`config.mk`:
```
export PLATFORM = sky130hd
export DESIGN_NAME = cache_responder
export DESIGN_NICKNAME = d
export VERILOG_FILES = /design/src/rtl/cache_responder_pkg.sv /design/src/rtl/cache_responder_counter.sv /design/src/rtl/cache_responder.sv
export SDC_FILE = /design/constraint.sdc
export NUM_CORES = 1
export LEC_CHECK = 0
export ABC_AREA = 1
export ABC_CLOCK_PERIOD_IN_PS = 4200
export BUFFER_PORTS_ARGS = -buffer_cell sky130_fd_sc_hd__buf_2
export CAP_MARGIN = 10
export CORE_ASPECT_RATIO = 0.9
export CORE_MARGIN = 2
export CORE_UTILIZATION = 37
export CTS_CLUSTER_SIZE = 20
export DETAILED_ROUTE_END_ITERATION = 16
export HOLD_SLACK_MARGIN = 0.06
export PLACE_DENSITY = 0.59
export SLEW_MARGIN = 20
export SYNTH_ARGS = -nofsm -noshare
export SYNTH_HDL_FRONTEND = slang
export SYNTH_SLANG_ARGS = --single-unit
export TNS_END_PERCENT = 50
```
`constraint.sdc`:
```
create_clock -name clk -period 4.2 [get_ports clk]
set_clock_uncertainty 0.2 [all_clocks]
set_input_delay 0.42 -clock clk [delete_from_list [all_inputs] [get_ports clk]]
set_output_delay 0.42 -clock clk [all_outputs]
set_load 0.02 [all_outputs]
```
`src/rtl/cache_responder_pkg.sv`:
```
// Shared widths, geometry and state encodings for the
// direct-mapped write-through word cache.
package cache_responder_pkg;

    localparam int WORD      = 16;
    localparam int MEMDELAY  = 4;
    localparam int CACHESIZE = 8;
    localparam int IDXW      = $clog2(CACHESIZE);
    localparam int TAGWD     = WORD - IDXW;

    typedef enum logic [1:0] {
        IDLE = 2'd0,
        REQ  = 2'd1,
        WAIT = 2'd2
    } state_t;

    function automatic logic [IDXW-1:0] index_of(input logic [WORD-1:0] a);
        return a[IDXW-1:0];
    endfunction

    function automatic logic [TAGWD-1:0] tag_of(input logic [WORD-1:0] a);
        return a[WORD-1:IDXW];
    endfunction

endpackage

```
`src/rtl/cache_responder_counter.sv`:
```
// 16-bit saturating event counter with increment enable.
module sat_counter16 (
    input  logic        clk,
    input  logic        reset,
    input  logic        inc,
    output logic [15:0] count
);

    always_ff @(posedge clk or posedge reset) begin
        if (reset)
            count <= 16'h0000;
        else if (inc && count != 16'hFFFF)
            count <= count + 16'h0001;
    end

endmodule

```
`src/rtl/cache_responder.sv`:
```
// Direct-mapped write-through word cache between the processor
// request port and slowmem; read misses fill, writes do not allocate.
module cache_responder
    import cache_responder_pkg::*;
#(
    parameter int LINES = CACHESIZE,
    parameter int TAGW  = WORD - $clog2(LINES)
) (
    input  logic        clk,
    input  logic        reset,
    input  logic        strobe,
    input  logic        rnotw,
    input  logic [15:0] addr,
    input  logic [15:0] wdata,
    output logic        mfc,
    output logic [15:0] rdata,
    output logic        busy,
    output logic        mem_strobe,
    output logic        mem_rnotw,
    output logic [15:0] mem_addr,
    output logic [15:0] mem_wdata,
    input  logic        mem_mfc,
    input  logic [15:0] mem_rdata,
    output logic [15:0] hit_count,
    output logic [15:0] miss_count
);

    localparam int IW = $clog2(LINES);

    logic [LINES-1:0] valid;
    logic [TAGW-1:0]  tags [LINES];
    logic [WORD-1:0]  data [LINES];

    state_t          state;
    logic            first_wait;
    logic [WORD-1:0] miss_addr;

    logic [IW-1:0]   idx;
    logic [TAGW-1:0] tag;
    logic [IW-1:0]   fidx;
    logic            hit, accept, rd_hit, rd_miss, wr, fill;

    assign idx     = addr[IW-1:0];
    assign tag     = addr[WORD-1:IW];
    assign fidx    = miss_addr[IW-1:0];
    assign hit     = valid[idx] && (tags[idx] == tag);
    assign accept  = (state == IDLE) && strobe;
    assign rd_hit  = accept && rnotw && hit;
    assign rd_miss = accept && rnotw && !hit;
    assign wr      = accept && !rnotw;
    // slowmem may still hold a stale mfc, so only trust it after the first WAIT cycle
    assign fill    = (state == WAIT) && !first_wait && mem_mfc;

    always_ff @(posedge clk) begin
        if (wr && hit)
            data[idx] <= wdata;
        if (fill) begin
            data[fidx] <= mem_rdata;
            tags[fidx] <= miss_addr[WORD-1:IW];
        end
    end

    always_ff @(posedge clk or posedge reset) begin
        if (reset) begin
            state      <= IDLE;
            valid      <= '0;
            first_wait <= 1'b0;
            miss_addr  <= '0;
            mfc        <= 1'b0;
            rdata      <= '0;
            busy       <= 1'b0;
            mem_strobe <= 1'b0;
            mem_rnotw  <= 1'b1;
            mem_addr   <= '0;
            mem_wdata  <= '0;
        end else begin
            mfc        <= 1'b0;
            rdata      <= '0;
            mem_strobe <= 1'b0;
            unique case (state)
                IDLE: begin
                    unique case (1'b1)
                        rd_hit: begin
                            mfc   <= 1'b1;
                            rdata <= data[idx];
                        end
                        rd_miss: begin
                            mem_strobe <= 1'b1;
                            mem_rnotw  <= 1'b1;
                            mem_addr   <= addr;
                            miss_addr  <= addr;
                            busy       <= 1'b1;
                            state      <= REQ;
                        end
                        wr: begin
                            mem_strobe <= 1'b1;
                            mem_rnotw  <= 1'b0;
                            mem_addr   <= addr;
                            mem_wdata  <= wdata;
                            mfc        <= 1'b1;
                        end
                        default: ;
                    endcase
                end
                REQ: begin
                    mem_rnotw  <= 1'b1;
                    first_wait <= 1'b1;
                    state      <= WAIT;
                end
                WAIT: begin
                    first_wait <= 1'b0;
                    if (fill) begin
                        valid[fidx] <= 1'b1;
                        mfc         <= 1'b1;
                        rdata       <= mem_rdata;
                        busy        <= 1'b0;
                        state       <= IDLE;
                    end
                end
                default: state <= IDLE;
            endcase
        end
    end

    sat_counter16 u_hits (
        .clk   (clk),
        .reset (reset),
        .inc   (rd_hit),
        .count (hit_count)
    );

    sat_counter16 u_misses (
        .clk   (clk),
        .reset (reset),
        .inc   (rd_miss),
        .count (miss_count)
    );

endmodule

```
# Yosys cells after proc, flatten, opt, wreduce, memory -nomap -nowiden
# Memories as Yosys holds them, arrays and structs flattened.
# Cells that the tools add are included.
[classes]
add_sub_neg = 2
mul = 0
div_mod_pow = 0
order_cmp = 3
eq_ne = 8
n_shift = 0
mux = 27
n_bitwise = 1
reduce_logical = 29
[op_table]
columns = ["cell", "n"]
rows = [
  ["2-to-1 mux 16 bit", 3],
  ["adder 16 x 1 -> 16 bit, second input constant", 2],
  ["inequality test 16 bit, second input constant", 2],
  ["case mux 16 bit (2 select lines)", 1],
  ["OR reduction 16 bit", 1],
  ["== test 13 bit", 1],
  ["logical AND 1 bit", 12],
  ["2-to-1 mux 1 bit", 12],
  ["AND reduction 2 bit", 6],
  ["case mux 1 bit (2 select lines)", 5],
  ["less-than comparator 3 x 4 -> 1 bit, second input constant", 2],
  ["bitwise OR 8 bit", 1],
  ["case mux 2 bit (3 select lines)", 1],
  ["nonzero test 2 bit", 3],
  ["2-to-1 mux 2 bit", 2],
  ["OR reduction 2 bit", 2],
  ["binary-select mux 1 bit (select 3 bit)", 1],
  ["demux 1 bit (select 3 bit)", 1],
  ["greater-or-equal comparator 3 x 1 -> 1 bit, second input constant", 1],
  ["logical NOT 1 bit", 3],
  ["2-to-1 mux 3 bit", 1],
  ["inequality test 3 x 2 -> 1 bit, second input constant", 1],
  ["AND reduction 3 bit", 1],
  ["== test 2 x 1 -> 1 bit, second input constant", 1],
  ["other kinds (4)", 4],
]
[totals]
ff_bits = 111
latch_bits = 0
mem_bits_rw = 232
mem_bits_ro = 0
n_memories = 2
[memory_table]
columns = ["name", "words", "width", "rd", "rd_clocked_by_memory_dff", "wr", "line", "text"]
rows = [
  ["data", 8, 16, 1, 0, 1, "cache_responder.sv:32", "logic [WORD-1:0] data [LINES];"],
  ["tags", 8, 13, 1, 0, 1, "cache_responder.sv:31", "logic [TAGW-1:0] tags [LINES];"],
]

# Logic depth before layout (Yosys ltp)
[depth]
ltp_word = 8
mapped_depth = 19

# By module
# Synthesis repeated with hierarchy kept, for this count alone.
[hier_totals]
hier_cells = 1491
hier_area_um2 = 14983.1
[by_module_without_submodules]
columns = ["module", "instances", "cells_per_inst", "area_per_inst_um2", "seq_area_each_um2"]
rows = [
  ["cache_responder", 1, 1191, 12843.6, 8944.8],
  ["sat_counter16", 2, 150, 1069.8, 400.4],
]

# Least setup slack after synthesis
# Ideal clock, no wire load.
[synth_timing]
path_type = "reg2reg"
from = "reg state[0]"
to = "mem data[0][0], enable pin"
setup_ps = 388
t_arrival_ps = 2581
slack_ps = 1031
path_stages_with_launch = 11
n_path_buf = 1
path_cell_list = "dfrtp_1 inv_1 ha_1 nand2_1 nor2_1 inv_1 or2_2 clkbuf_1 o21ai_0 nand2_1 nor2_1"
[synth_between]
elab_chain_len = 7
word_cells_on_any_way = 14
[synth_lines]
columns = ["item", "line", "text"]
rows = [
  ["start, declared", "cache_responder.sv:34", "state_t state;"],
  ["start signal, assigned", "cache_responder.sv:65", "state <= IDLE;"],
  ["start signal, assigned", "cache_responder.sv:93", "state <= REQ;"],
  ["start signal, assigned", "cache_responder.sv:108", "state <= WAIT;"],
  ["== test 2 bit or logical NOT 2 bit (tied branches)", "cache_responder.sv:52, cache_responder.sv:47", ""],
  ["logical AND 1 bit, on equally long branches", "cache_responder.sv:52, cache_responder.sv:47", ""],
  ["logical AND 1 bit, on equally long branches", "cache_responder.sv:52, cache_responder.sv:50", ""],
  ["2-to-1 mux 1 bit or logical AND 1 bit (tied branches)", "cache_responder.sv:57, cache_responder.sv:55", ""],
  ["2-to-1 mux 1 bit, on equally long branches", "cache_responder.sv:58, cache_responder.sv:55", ""],
  ["OR reduction 16 bit (no line) or 2-to-1 mux 1 bit (tied branches)", "--", ""],
  ["2-to-1 mux 3 bit (no line) or 2-to-1 mux 1 bit (tied branches)", "--", ""],
  ["end, declared", "cache_responder.sv:32", ""],
]
# Parallel ways exist; a longest one is shown, timed or not.

# Worst setup path in the final report
[layout_timing]
from = "in addr[1]"
to = "mem data[2][9], enable pin"
[layout_between]
elab_chain_len = 7
word_cells_on_any_way = 10
[layout_lines]
columns = ["item", "line", "text"]
rows = [
  ["start, declared", "cache_responder.sv:13", "input logic [15:0] addr,"],
  ["memory read (8 x 13 bit) or binary-select mux 1 bit (select 3 bit) (tied branches)", "--", ""],
  ["== test 13 bit or 2-to-1 mux 1 bit (tied branches)", "cache_responder.sv:46", "assign hit = valid[idx] && (tags[idx] == tag);"],
  ["logical AND 1 bit", "cache_responder.sv:46", ""],
  ["logical AND 1 bit", "cache_responder.sv:55", "if (wr && hit)"],
  ["2-to-1 mux 1 bit", "cache_responder.sv:55", ""],
  ["2-to-1 mux 1 bit (implied by the code)", "cache_responder.sv:56", "data[idx] <= wdata;"],
  ["2-to-1 mux 1 bit (no line)", "--", ""],
]
# Parallel ways exist; a longest one is shown, timed or not. The select of a mux whose other input is x is not followed.

==> impl_metrics.toml <==
[setup_path]
crit_cells = 15
cp_slowest_cell = "buf_4"
critPathLaunchType = "primary input"
r2r_setup_slack_ns = 1.39
r2r-end = "data[0][9]"
crit_arrival_ns = 2.98
crit_type = "in -> reg"
cp-endpoint = "data[2][9]"
crit_top_cell = "nand2_1"
reg2reg_depth = 10
crit_buf_inv = 4
crit_start = "addr[1]"
critPathMaxFanout = 60
end_kind = "flip-flop"
path_cells = "buf_2 > buf_4 > nand3_1 > nand3_1 > nand2_1 > nand2_1 > nand2_1 > nor2_1 > nand2_1 > nor2_2 > nand2_4 > o21ai_0 > inv_1 > nor2_1 > buf_4"
crit_family = "buffers and inverters"
cp.required_ns = 4.19
cpPeakStageDelay_ns = 0.58
timing.rr.start = "state[0]"

[logic_synthesis]
synth.net_count = 1497
synthArstFlopShare_pct = 32.4
yosysSeqAreaShare_pct = 66.1
syn_area_um2 = 14700
synth_cell_types = 31
synth-edff-count = 232
syn_area_per_cell_um2 = 10.2
synth_cells = 1439
synth_area_leaders = "edfxtp_1 47%, dfrtp_1 19%, nand2_1 8.9%, o21ai_0 5.5%, inv_1 4.1%"
ys.flop_type = "edfxtp_1"
synth_top_area_share_pct = 47.3
ys_seq_elements = 343
synth_top_area_cell = "edfxtp_1"
synth_warnings = 0

[route]
drt_wl_total_mm = 36.3
drc = 0
wire_per_inst_um = 16.6
via_count = 10550
first_iter_violations = 704
firstDrtPassIters = 5
via_per_inst = 4.82
antenna_left = 0

[timing]
timing.final.crit_share_pct = 71.3
slew_headroom_pct = 34.0
rsz0062_at_grt = "no"
fmax_ghz = 0.334
maxSlewViolCount = 0
layout_min_cycle_time_ns = 2.99
tightest_slew_ns = 0.980
finalSetupViolCount = 0
hold_violations = 0
fin_tns_setup_ns = 0

[power_and_ir_drop]
ir_worst_vdd_mv = 0.325
p_leak_nw = 7.53
internal_power_mw = 6.26
power.share.clock_pct = 35.3
combPwrFrac_pct = 14.8
p_sw_mw = 2.45
sw_frac_of_total_pct = 28.1
p_seq_share_pct = 49.9
p_per_area_nw_per_um2 = 494

[global_route]
grt_antenna_before_repair = 2
grtUsageTotal_pct = 17.6
grt_max_degree = 126
grt-ovfl-total = 0
grt_pass1_wl_mm = 57.7
grt_pass1_vias = 10459

[placed_design]
placed_cell_area_um2 = 16000
finalWeightedCongestion = 0.824
io_buffers = 136
dp.final_hpwl_mm = 22.0

[final_layout]
syn2layout_area_growth_pct = 19.6
mostFrequentLayoutCell = "nand2_1"
final_area_um2 = 17600
nets = 1688
layout-drive-gt1-share_pct = 14.8
num_antenna_cells = 0
final_cell_mix = "350 x nand2_1, 232 x edfxtp_1, 161 x inv_1, 161 x o21ai_0, 135 x buf_2"

[clock_network]
clock_path_buffers = 3
cts_tree = "built"
cts_max_level = 2
cts-resized-gates = 0
insertion_delay_ns = 0.53
cts_root_buf = "clkbuf_16"
post_cts_buffers = 0
numCtsBuffers = 37
clkSinkCount = 343
cts.reportedPaths.clkPinSlew_ns = 0.05
cts_hold_buf = 45

[die]
die_w_um = 214
rows = 69
core_um2 = 39400
die_y_um = 193
dieArea_um2 = 41400
initial_core_util_pct = 37.4
ios = 137

[outcome]
status = "finished clean"

[min_path]
hp-class = "in -> reg"

[flow_run]
maxCapViolCount = 0
[layout make-up]
type	count	area (um2)
Clock buffer	50	1020
Fill cell	3688	21700
Sequential cell	343	9750
Tap cell	532	666
Multi-Input combinational cell	865	4030
Inverter	166	631
Timing Repair Buffer	217	1420
Clock inverter	15	106
[cell families after synthesis]
| family | after synthesis | synth area share, % |
|---|---|---|
| compound gates | 205 | 7.60 |
| xor+xnor | 28 | 1.66 |
| fa+ha+maj | 5 | 0.425 |
| buf+inv | 231 | 6.55 |
| flops | 343 | 66.1 |
| simple gates | 627 | 17.6 |
[worst min-delay path by stage]
stage                    end    startpoint  depth (start not counted)  slack [ns]
finish              rdata[3]  mem_rdata[3]                          3         0.1
global route        rdata[3]  mem_rdata[3]                          3        0.09
CTS                 rdata[3]  mem_rdata[3]                          3        0.07
detailed placement  valid[0]      valid[0]                          2        0.25
global placement    valid[2]      valid[2]                          2        0.24
floorplan           valid[0]      valid[0]                          2        0.22
[cells in the mapped netlist (all sizes together) (6+ instances only)]
cell,instances
xor2,21
edfxtp,232
inv,165
nor2,128
o221ai,22
clkbuf,29
a21oi,7
nand4,7
nand3,115
o21ai,176
xnor2,7
buf,36
nand2,354
or2,6
dfrtp,110
nor3,12
[power groups by stage]
stage / clock (mW) / combinational (mW) / sequential (mW)
finish: 3.08 / 1.29 / 4.34
global route: 3.28 / 1.44 / 4.40
CTS: 3.15 / 1.30 / 4.35
detailed placement: 0 / 1.27 / 4.41
global placement: 0 / 1.25 / 4.40
floorplan: 0 / 0.610 / 4.57
[flip-flops by register name, indices dropped and copies added (netlist names), 8 cells and up]
| register | flops |
|---|---|
| valid | 8 |
| tags | 104 |
| data | 128 |
| rdata | 16 |
| miss_addr | 16 |
| mem_addr | 16 |
| u_hits.count | 16 |
| mem_wdata | 16 |
| u_misses.count | 16 |
[per-layer routing]
metal	part of all wire (%)	vias to the layer above	GRT usage [%]
li1	-	5173	-
met1	46	5012	24.3
met2	46	316	29.0
met3	6.0	49	2.99
met4	1.8	0	4.71
met5	0	-	0
[stage by stage]
stage	hold WS [ns]	cells	power [mW]	util, %	setup slack [ns]
4_1_cts	0.0657	2188	8.80	44.8	1.20
2_1_floorplan	0.224	1439	5.18	-	0.651
6_report	0.0965	2188	8.70	44.8	1.21
3_3_place_gp	0.242	2078	5.65	40.7	0.687
3_5_place_dp	0.250	2078	5.68	40.7	0.668
5_1_grt	0.0949	2188	9.12	44.8	0.940
[tightest hold or removal path: stages]
cell and delay (ns):
buf_2 0.09, nand2_1 0.11, o21ai_0 0.14
Note: power is estimated with default switching activity, not from simulation.
